### src/rtl/bmem_arbiter.sv
// Arbiter that shares the banked burst-memory port between the I-cache and D-cache miss paths.
// Reads are tracked in a small tag table so that out-of-order return beats reach their owner.
module bmem_arbiter #(
    parameter int unsigned BURST_LEN   = 4,
    parameter int unsigned OUTSTANDING = 4
) (
    input  logic        clk,
    input  logic        rst,
    input  logic [31:0] i_addr,
    input  logic        i_read,
    output logic        i_ready,
    output logic [63:0] i_rdata,
    output logic        i_rvalid,
    input  logic [31:0] d_addr,
    input  logic        d_read,
    input  logic        d_write,
    input  logic [63:0] d_wdata,
    output logic        d_ready,
    output logic [63:0] d_rdata,
    output logic        d_rvalid,
    output logic [31:0] bmem_addr,
    output logic        bmem_read,
    output logic        bmem_write,
    output logic [63:0] bmem_wdata,
    input  logic        bmem_ready,
    input  logic [31:0] bmem_raddr,
    input  logic [63:0] bmem_rdata,
    input  logic        bmem_rvalid
);

    localparam int unsigned IW = (OUTSTANDING > 1) ? $clog2(OUTSTANDING) : 1;
    localparam int unsigned CW = (BURST_LEN > 1) ? $clog2(BURST_LEN) : 1;

    typedef enum logic {IDLE, WBURST} state_t;

    state_t                 state;
    logic                   rr;          // 0: I has priority, 1: D has priority
    logic [OUTSTANDING-1:0] tv;
    logic [OUTSTANDING-1:0] town;        // 1: entry owned by D
    logic [31:0]            taddr [OUTSTANDING];
    logic [CW-1:0]          tcnt  [OUTSTANDING];
    logic [CW-1:0]          wcnt;
    logic [31:0]            waddr;
    logic                   err_flag;

    logic          has_free, i_conf, d_conf, ret_hit;
    logic [IW-1:0] free_idx, ret_idx;
    logic          i_elig, d_rd_elig, d_elig, grant_i, grant_d;
    logic          acc_i, acc_d, wr_beat, rd_alloc, ret_ok;

    // Table lookups: lowest free entry, address hazards and return-tag match
    always_comb begin
        has_free = 1'b0;
        free_idx = '0;
        i_conf   = 1'b0;
        d_conf   = 1'b0;
        ret_hit  = 1'b0;
        ret_idx  = '0;
        for (int k = OUTSTANDING - 1; k >= 0; k--) begin
            if (!tv[k]) begin
                has_free = 1'b1;
                free_idx = IW'(k);
            end
            if (tv[k] && taddr[k] == i_addr) i_conf = 1'b1;
            if (tv[k] && taddr[k] == d_addr) d_conf = 1'b1;
            if (tv[k] && taddr[k] == bmem_raddr) begin
                ret_hit = 1'b1;
                ret_idx = IW'(k);
            end
        end
    end

    // Round-robin grant and same-cycle drive of the memory port
    always_comb begin
        i_elig    = i_read & has_free & ~i_conf;
        d_rd_elig = d_read & has_free & ~d_conf;
        d_elig    = d_write | d_rd_elig;
        grant_i   = (state == IDLE) & i_elig & (~d_elig | ~rr);
        grant_d   = (state == IDLE) & d_elig & ~grant_i;
        acc_i     = grant_i & bmem_ready & ~rst;
        acc_d     = grant_d & bmem_ready & ~rst;
        wr_beat   = (state == WBURST) & d_write & bmem_ready & ~rst;
        rd_alloc  = acc_i | (acc_d & ~d_write);
        ret_ok    = bmem_rvalid & ret_hit & ~rst;

        i_ready    = acc_i;
        d_ready    = acc_d | wr_beat;
        bmem_read  = rd_alloc;
        bmem_write = (acc_d & d_write) | wr_beat;
        bmem_addr  = '0;
        if (acc_i)        bmem_addr = i_addr;
        else if (acc_d)   bmem_addr = d_addr;
        else if (wr_beat) bmem_addr = waddr;
        bmem_wdata = bmem_write ? d_wdata : 64'h0;

        i_rvalid = ret_ok & ~town[ret_idx];
        d_rvalid = ret_ok &  town[ret_idx];
        i_rdata  = i_rvalid ? bmem_rdata : 64'h0;
        d_rdata  = d_rvalid ? bmem_rdata : 64'h0;
    end

    always_ff @(posedge clk or posedge rst) begin
        if (rst) begin
            state    <= IDLE;
            rr       <= 1'b0;
            tv       <= '0;
            town     <= '0;
            wcnt     <= '0;
            waddr    <= '0;
            err_flag <= 1'b0;
            for (int k = 0; k < OUTSTANDING; k++) begin
                taddr[k] <= '0;
                tcnt[k]  <= '0;
            end
        end else begin
            assert (!(bmem_rvalid && !ret_hit)) else $error("bmem_arbiter: unmatched return tag %h", bmem_raddr);
            err_flag <= err_flag | (bmem_rvalid & ~ret_hit);

            // Return beat bookkeeping; a freed entry is only seen as free next cycle
            if (ret_ok) begin
                if (tcnt[ret_idx] == CW'(BURST_LEN - 1)) begin
                    tv[ret_idx]   <= 1'b0;
                    tcnt[ret_idx] <= '0;
                end else begin
                    tcnt[ret_idx] <= tcnt[ret_idx] + CW'(1);
                end
            end

            if (rd_alloc) begin
                tv[free_idx]    <= 1'b1;
                town[free_idx]  <= acc_d;
                taddr[free_idx] <= acc_i ? i_addr : d_addr;
                tcnt[free_idx]  <= '0;
            end

            case (state)
                IDLE: begin
                    if (acc_i || acc_d) rr <= acc_i;
                    if (acc_d && d_write) begin
                        state <= WBURST;
                        wcnt  <= CW'(1);
                        waddr <= d_addr;
                    end
                end
                WBURST: begin
                    if (wr_beat) begin
                        if (wcnt == CW'(BURST_LEN - 1)) begin
                            state <= IDLE;
                            wcnt  <= '0;
                            rr    <= 1'b0;
                        end else begin
                            wcnt <= wcnt + CW'(1);
                        end
                    end
                end
                default: state <= IDLE;
            endcase
        end
    end

endmodule

### config.mk
export PLATFORM = sky130hd
export DESIGN_NAME = bmem_arbiter
export DESIGN_NICKNAME = d
export VERILOG_FILES = /design/src/rtl/bmem_arbiter.sv
export SDC_FILE = /design/constraint.sdc
export NUM_CORES = 1
export LEC_CHECK = 0
export CORE_MARGIN = 5
export CORE_UTILIZATION = 35
export DETAILED_ROUTE_END_ITERATION = 10
export GPL_TIMING_DRIVEN = 0
export PLACE_DENSITY_LB_ADDON = 0.25
export SLEW_MARGIN = 20
export SYNTH_ARGS = -nofsm -noshare
export SYNTH_HDL_FRONTEND = slang
export SYNTH_SLANG_ARGS = --single-unit
### constraint.sdc
create_clock -name clk -period 10.2 [get_ports clk]
set_input_delay 1.02 -clock clk [delete_from_list [all_inputs] [get_ports clk]]
set_output_delay 1.02 -clock clk [all_outputs]
set_load 0.01 [all_outputs]
==> results of run 1 <==
-- area by class of cell --
| class | count | area, um2 | area share [%] |
|---|---|---|---|
| Antenna cell | 1 | 2.502 | 0.01249 |
| Buffer | 158 | 794.5 | 3.967 |
| Clock buffer | 17 | 425.4 | 2.124 |
| Clock inverter | 15 | 165.2 | 0.8246 |
| Inverter | 107 | 409.1 | 2.043 |
| Multi-Input combinational cell | 1252 | 9072 | 45.30 |
| Sequential cell | 180 | 4504 | 22.49 |
| Tap cell | 539 | 674.4 | 3.367 |
| Timing Repair Buffer | 396 | 3981 | 19.88 |
-- critical path, stage by stage --
cell and delay (ps):
clkdlybuf4s50_1 740, xor2_1 200, nor4_1 370, nand4_1 220, nor4_2 900, nor2_1 80
a31oi_1 300, buf_2 280, buf_2 260, nand2_1 130, nor2_1 220, clkdlybuf4s50_1 590
-- stage by stage --
step	TNS, ps	hold slack (ps)
2_1_floorplan	0	449.4
3_3_place_gp	-138190	486.9
3_5_place_dp	0	493.6
4_1_cts	0	510.9
5_1_grt	0	520.1
6_report	0	508.0
-- registers in the layout, summed over array words and instances, names as in the netlist --
signal and flops:
waddr 32, rr 1, tv 4, tcnt 8, state 1, town 4
wcnt 2, taddr 128
-- final timing paths --
kind / end / slack [ps] / cells after the start
hold reg to reg: waddr[16] / 510 / 1
setup / recovery: d_rdata[51] / 3850 / 12
setup reg to reg: waddr[0] / 6140 / 9
max in group asynchronous: taddr[120] / 8220 / 3
min in group asynchronous: tcnt[5] / 1040 / 2
hold / removal: waddr[16] / 510 / 1
-- power by group through the flow --
stage               combinational (mW)  sequential, mW  clock [mW]
floorplan                         1.02            1.24           0
global placement                  1.47            1.36           0
detailed placement                1.49            1.37           0
CTS                               1.49            1.36       0.696
global route                      1.62            1.40       0.726
finish                            1.53            1.38       0.701
-- layer usage --
metal	track usage, %	vias up	routed length, um
met3	8.627	169	8664
met1	42.84	7573	31070
met2	47.96	1139	34110
li1	-	6754	-
met5	0	-	0
met4	11.05	0	2705
-- cells by family (layout without fill, tap and decap cells) --
kind of cell | after synthesis | count (layout) | synth area share, %
and+or+nand+nor | 608 | 608 | 21.13
xor gates and xnor gates | 381 | 381 | 22.61
buffers and inverters | 265 | 693 | 8.104
AOI/OAI and AO/OA | 226 | 226 | 14.83
DFF | 180 | 180 | 30.52
muxes | 35 | 35 | 2.645
adders and majority gates | 2 | 2 | 0.1695
other | 0 | 1 | 0
-- cells in the final DEF (no fill, tap or decap), drive strengths merged, types with 58 or more instances in the layout --
master,instances
nand2,89
nor2,180
dfrtp,180
nor4,68
buf,118
clkbuf,58
and2,69
xor2,265
clkdlybuf4s50,395
o221a,96
xnor2,116
inv,113
or3,63
==> summary.md, run 1 <==
| Metric | Value |
|---|---|
| Die area | `46380 um2` |
| Mapped Nets | `1930` |
| Rows | `75` |
| Pre-CTS setup slack | `3933 ps` |
| Ys flop type | `dfrtp_1` |
| Post-route worst setup slack | `a little under 4000 ps` |
| Sequential Power Share | `38.3%` |
| Core ar. | `41850 um2` |
| Fin area | `20030 um2` |
| Fmax | `about 160 MHz` |
| Yosys top cell area share | `a little under a third` |
| Register area share after synthesis | `30.52%` |
| Critical path class | `in -> out` |
| Worst-Skew Late Latency | `480 ps` |
| Vias per Instance | `5.867` |
| Sw Pwr | `about 1.6 mW` |
| Sinks on Clock Net | `180` |
| Crit. End Element | `output port` |
| Status | `finished, final reports clean` |
| # Post-CTS Setup Buffers | `0` |
| Wire per inst | `28.72 um` |
| Actual slew at the worst max-slew pin | `~1000 ps` |
| Min cycle time layout | `6351 ps` |
| Synth Register Bits | `180` |
| Tot Pwr | `3.609 mW` |
| Share of layout cells above drive strength 1 | `12.24%` |
| Initial Utilization | `35.27%` |
| Layout net count | `approximately 2300` |
| Root buf cell | `clkbuf_16` |
| EDFF count, synth | `0` |
| Hold Startpoint | `waddr[16]` |
| CTS tree | `done` |
| Gp weighted congestion | `1.059` |
| Placed instance area | `about 20000 um2` |
| Reg2reg start | `taddr[70]` |
| Clock power frac | `19.4%` |
| Syn Std Cell Area | `approximately 15000 um2` |
| Synth cell count leaders | `265 x xor2_1, 180 x dfrtp_1, 180 x nor2_1, 116 x xnor2_1, 107 x buf_2` |
| Die W | `215.4 um` |
| Peak fanout along the critical path | `10` |
| Post-route clock period utilization | `62.27%` |
| Routed vias | `15640` |
| Antenna violations before repair | `1` |
| Cells after Synth | `1697` |
| Post-synth ARST share | `100.0%` |
| Synth warn | `0` |
| H-tree levels | `4` |
| Internal | `around 2.1 mW` |
| All-Layer GR Usage | `about a third` |
| Avg Synthesized Cell Area | `8.698 um2` |
| IO Count | `461` |
| Type of origin of the critical path | `input pin` |
| Synth unique cells | `64` |
| Logic pwr share | `42.3%` |
| Pins Over Slew Limit | `0` |
| Area leader, netlist | `dfrtp_1` |
| Pleak | `8.465 nW` |
| Slew margin rel. | `34.08%` |
| # fillers | `4053` |
| Most area-consuming cells after synthesis | `dfrtp_1 31%, xor2_1 16%, xnor2_1 6.9%` |
| Post-Layout Cell Count | `2665` |
| CP startpoint | `bmem_raddr[7]` |
| Final Hold Vio Count | `0` |
| Final setup viols | `0` |
| CTS Buf Count | `17` |
| Max-cap viol count | `0` |
| Drt pass-1 iters | `8` |
| Fin util | `approximately 48%` |
| Pwr dens | `180.2 nW/um2` |
| Detailed-placement wirelength estimate | `about 61000 um` |
| Worst Path Arrival | `roughly 5300 ps` |
| Hold buffers post-CTS | `0` |
| Largest net degree at the start of global routing | `98` |
| Most common cell in the netlist | `xor2_1` |
| Clock buffer depth | `2` |
| Required @ worst endpoint | `slightly above 9000 ps` |
| Total Wirelength | `around 77000 um` |
| Vias in the first global route | `~15000` |
| Buffers added on ports | `approximately 400` |
| Die height | `~220 um` |
| DRC viols | `0` |
| P&R area growth vs syn | `35.70%` |
| Total grt overflow | `0` |
| RSZ-0062 raised after global routing | `false` |
| Dpl cells | `2632` |
| Global-route wire length before repair | `between 100000 and 150000 um` |
| DR iter-0 viols | `about 2100` |
| Antenna viol nets, final | `0` |
| Max VDD drop | `0.1290 mV` |
| Clock-pin slew on the worst setup and hold paths | `70 ps` |
| Hold crit path type | `reg -> reg` |
| Post-CTS sizing | `0` |
| Setup Skew | `25.94 ps` |
| Net Sw Frac | `between 40% and 50%` |
No activity file was read; power rests on OpenSTA's default activity.
==> run 2, diff against run 1 <==
==> constraint.sdc (replaced) <==
create_clock -name clk -period 5.4 [get_ports clk]
set_input_delay 0.54 -clock clk [delete_from_list [all_inputs] [get_ports clk]]
set_output_delay 0.54 -clock clk [all_outputs]
set_load 0.01 [all_outputs]
==> summary.md, run 2 (synthesis results as in run 1) <==
| Metric | Value |
|---|---|
| Pwr dens | `347.4 nW/um2 (was 180.2 nW/um2)` |
| Initial Utilization | `35.27% (unchanged)` |
| Core ar. | `41850 um2 (unchanged)` |
| Hold Path Stages | `3 (was 1)` |
| Post-Layout Cell Count | `2672 (was 2665)` |
| Vias in the first global route | `15150 (was 15500)` |
| Sinks on Clock Net | `180 (unchanged)` |
| Hold crit path type | `in -> reg (was reg -> reg)` |
| Placed instance area | `19520 um2 (was 19420 um2)` |
| Crit. End Element | `output port (unchanged)` |
| Biggest register | `taddr (unchanged)` |
| Rows | `75 (unchanged)` |
| Fin area | `20230 um2 (was 20030 um2)` |
| Max FFs per register | `128 (unchanged)` |
| RSZ-0062 raised after global routing | `false (unchanged)` |
| Vias per Instance | `5.813 (was 5.867)` |
| Drt pass-1 iters | `8 (unchanged)` |
| Wire length on met3 | `7752 um (was 8664 um)` |
| Max-cap viol count | `0 (unchanged)` |
| Status | `finished, final reports clean (unchanged)` |
| DRC viols | `0 (unchanged)` |
| Tot Pwr | `7.026 mW (was 3.609 mW)` |
| Type of origin of the critical path | `flop (was input pin)` |
| Slew margin rel. | `33.32% (was 34.08%)` |
| Clock-pin slew on the worst setup and hold paths | `80 ps (was 70 ps)` |
| Area of the multi-input gates | `9082 um2 (was 9072 um2)` |
| Root buf cell | `clkbuf_16 (unchanged)` |
| Clock buffer depth | `2 (unchanged)` |
| Worst-Skew Late Latency | `460 ps (was 480 ps)` |
| Die height | `215.4 um (unchanged)` |
| CTS Buf Count | `17 (unchanged)` |
| Pleak | `8.576 nW (was 8.465 nW)` |
| Most frequent cells in the layout | `395 x clkdlybuf4s50_1, 265 x xor2_1, 180 x nor2_1, 180 x dfrtp_1, 116 x xnor2_1 (unchanged)` |
| H-tree levels | `4 (unchanged)` |
| Final Hold Vio Count | `0 (unchanged)` |
| M1 WL | `32110 um (was 31070 um)` |
| Largest regs | `taddr: 128 flops, waddr: 32 flops, tcnt: 8 flops (unchanged)` |
| Hold Startpoint | `d_addr[25] (was waddr[16])` |
| Fin util | `48.33% (was 47.86%)` |
| R2R depth | `9 (unchanged)` |
| Buffers added on ports | `395 (unchanged)` |
| # fillers | `4088 (was 4053)` |
| P&R area growth vs syn | `37.03% (was 35.70%)` |
| CTS tree | `done (unchanged)` |
| Routed vias | `15530 (was 15640)` |
| Total Wirelength | `78190 um (was 76550 um)` |
| Post-route clock period utilization | `98.27%` |
| CP startpoint | `taddr[70] (was bmem_raddr[7])` |
| Die W | `215.4 um (unchanged)` |
| DR iter-0 viols | `1867 (was 2146)` |
| Antenna violations before repair | `4 (was 1)` |
| Die area | `46380 um2 (unchanged)` |
| Hold Slack | `413.8 ps (was 508.0 ps)` |
| Required @ worst endpoint | `4860 ps (was 9180 ps)` |
| Pins Over Slew Limit | `0 (unchanged)` |
| Met2 WL | `35410 um (was 34110 um)` |
| Reg2reg setup slack | `1280 ps (was 6140 ps)` |
| Fmax | `188.4 MHz` |
| Peak fanout along the critical path | `10 (unchanged)` |
| Total grt overflow | `0 (unchanged)` |
| Min cycle time layout | `5307 ps` |
| Gp weighted congestion | `1.006 (was 1.059)` |
| IO Count | `461 (unchanged)` |
| Global-route wire length before repair | `109200 um (was 108200 um)` |
| Share of layout cells above drive strength 1 | `12.48% (was 12.24%)` |
| Setup Skew | `13.31 ps (was 25.94 ps)` |
| End of the worst register-to-register path | `taddr[120] (was waddr[0])` |
| Antenna viol nets, final | `0 (unchanged)` |
| Commonest non-fill, non-tap cell in the layout | `clkdlybuf4s50_1 (unchanged)` |
| Top routing layer used | `met5 (was met4)` |
| Hold buffers post-CTS | `0 (unchanged)` |
| Reg2reg start | `taddr[70] (unchanged)` |
| Final setup viols | `0 (unchanged)` |
| Wire per inst | `29.26 um (was 28.72 um)` |
| All-Layer GR Usage | `31.89% (was 31.39%)` |
| Hold EP | `taddr[121] (was waddr[16])` |
| Critical path class | `reg -> out (was in -> out)` |
| Worst Path Arrival | `4770 ps (was 5330 ps)` |
| Max VDD drop | `0.2322 mV (was 0.1290 mV)` |
| Sequential cell area | `4504 um2 (unchanged)` |
| Actual slew at the worst max-slew pin | `991.1 ps (was 980.7 ps)` |
| Layout net count | `2353 (was 2345)` |
| Dpl cells | `2637 (was 2632)` |
| Largest net degree at the start of global routing | `33 (was 98)` |
| Detailed-placement wirelength estimate | `63160 um (was 60700 um)` |
[run 2: cell types whose count changed in the layout (fill, tap and decap cells not counted), moves of 2 or more]
| cell | before | now |
|---|---|---|
| buf_4 | 2 | 5 |
| buf_12 | 0 | 5 |
| bufinv_16 | 1 | 4 |
| clkinvlp_4 | 3 | 1 |
[run 2: timing repair]
action | CTS | global route
setup endpoints to repair | 30 | 59
resized for setup | 1 | 2
buffers inserted | 3 | 0
pin swaps | 1 | 1
[run 2: routing by layer]
metal | GRT usage, % | up-vias
met5 | 0 | -
met4 | 10.63 | 2
met3 | 6.783 | 159
met2 | 50.21 | 1015
met1 | 43.78 | 7589
li1 | - | 6766
[run 2: critical path: stages (launching register included)]
cell             delay [ps]
dfrtp_1                 490
xor2_1                  230
nor4_1                  570
nand3_1                 140
nor3_1                  520
a311oi_2                230
buf_2                   300
nand3_2                 180
buf_6                   200
buf_6                   200
buf_2                   330
nor2_1                   90
a221o_1                 310
clkdlybuf4s50_1         490
[run 2: power by group]
part | internal (mW) | switching [mW] | total, mW
sequential | 1.82 | 0.833 | 2.65
clock | 0.806 | 0.648 | 1.45
combinational | 1.42 | 1.50 | 2.92
[run 2: worst max-delay path by stage]
| stage | endpoint | slack, ps | depth (start not counted) |
|---|---|---|---|
| 2_1_floorplan | bmem_addr[10] | 50 | 5 |
| 3_3_place_gp | bmem_addr[28] | -2980 | 7 |
| 3_5_place_dp | i_rdata[25] | -130 | 12 |
| 4_1_cts | bmem_wdata[22] | 100 | 11 |
| 5_1_grt | d_rdata[22] | 20 | 12 |
| 6_report | bmem_addr[6] | 90 | 13 |
[run 2: metrics by stage]
stage                     setup slack, ps  setup TNS [ps]
after floorplan                     51.87               0
after global placement              -2977         -841710
after detailed placement           -132.7           -1656
after CTS                           99.01               0
after global routing                19.68               0
final                               93.50               0
[run 2: layout make-up]
type / instances / area share [%]
multi-input cells: 1252 / 44.91
flip-flops and latches: 180 / 22.27
repair buffers: 404 / 20.29
plain buffers: 158 / 3.928
well taps: 539 / 3.334
clock buffers: 18 / 2.171
inverters: 107 / 2.004
clock inverters: 13 / 1.083
diodes: 1 / 0.01237
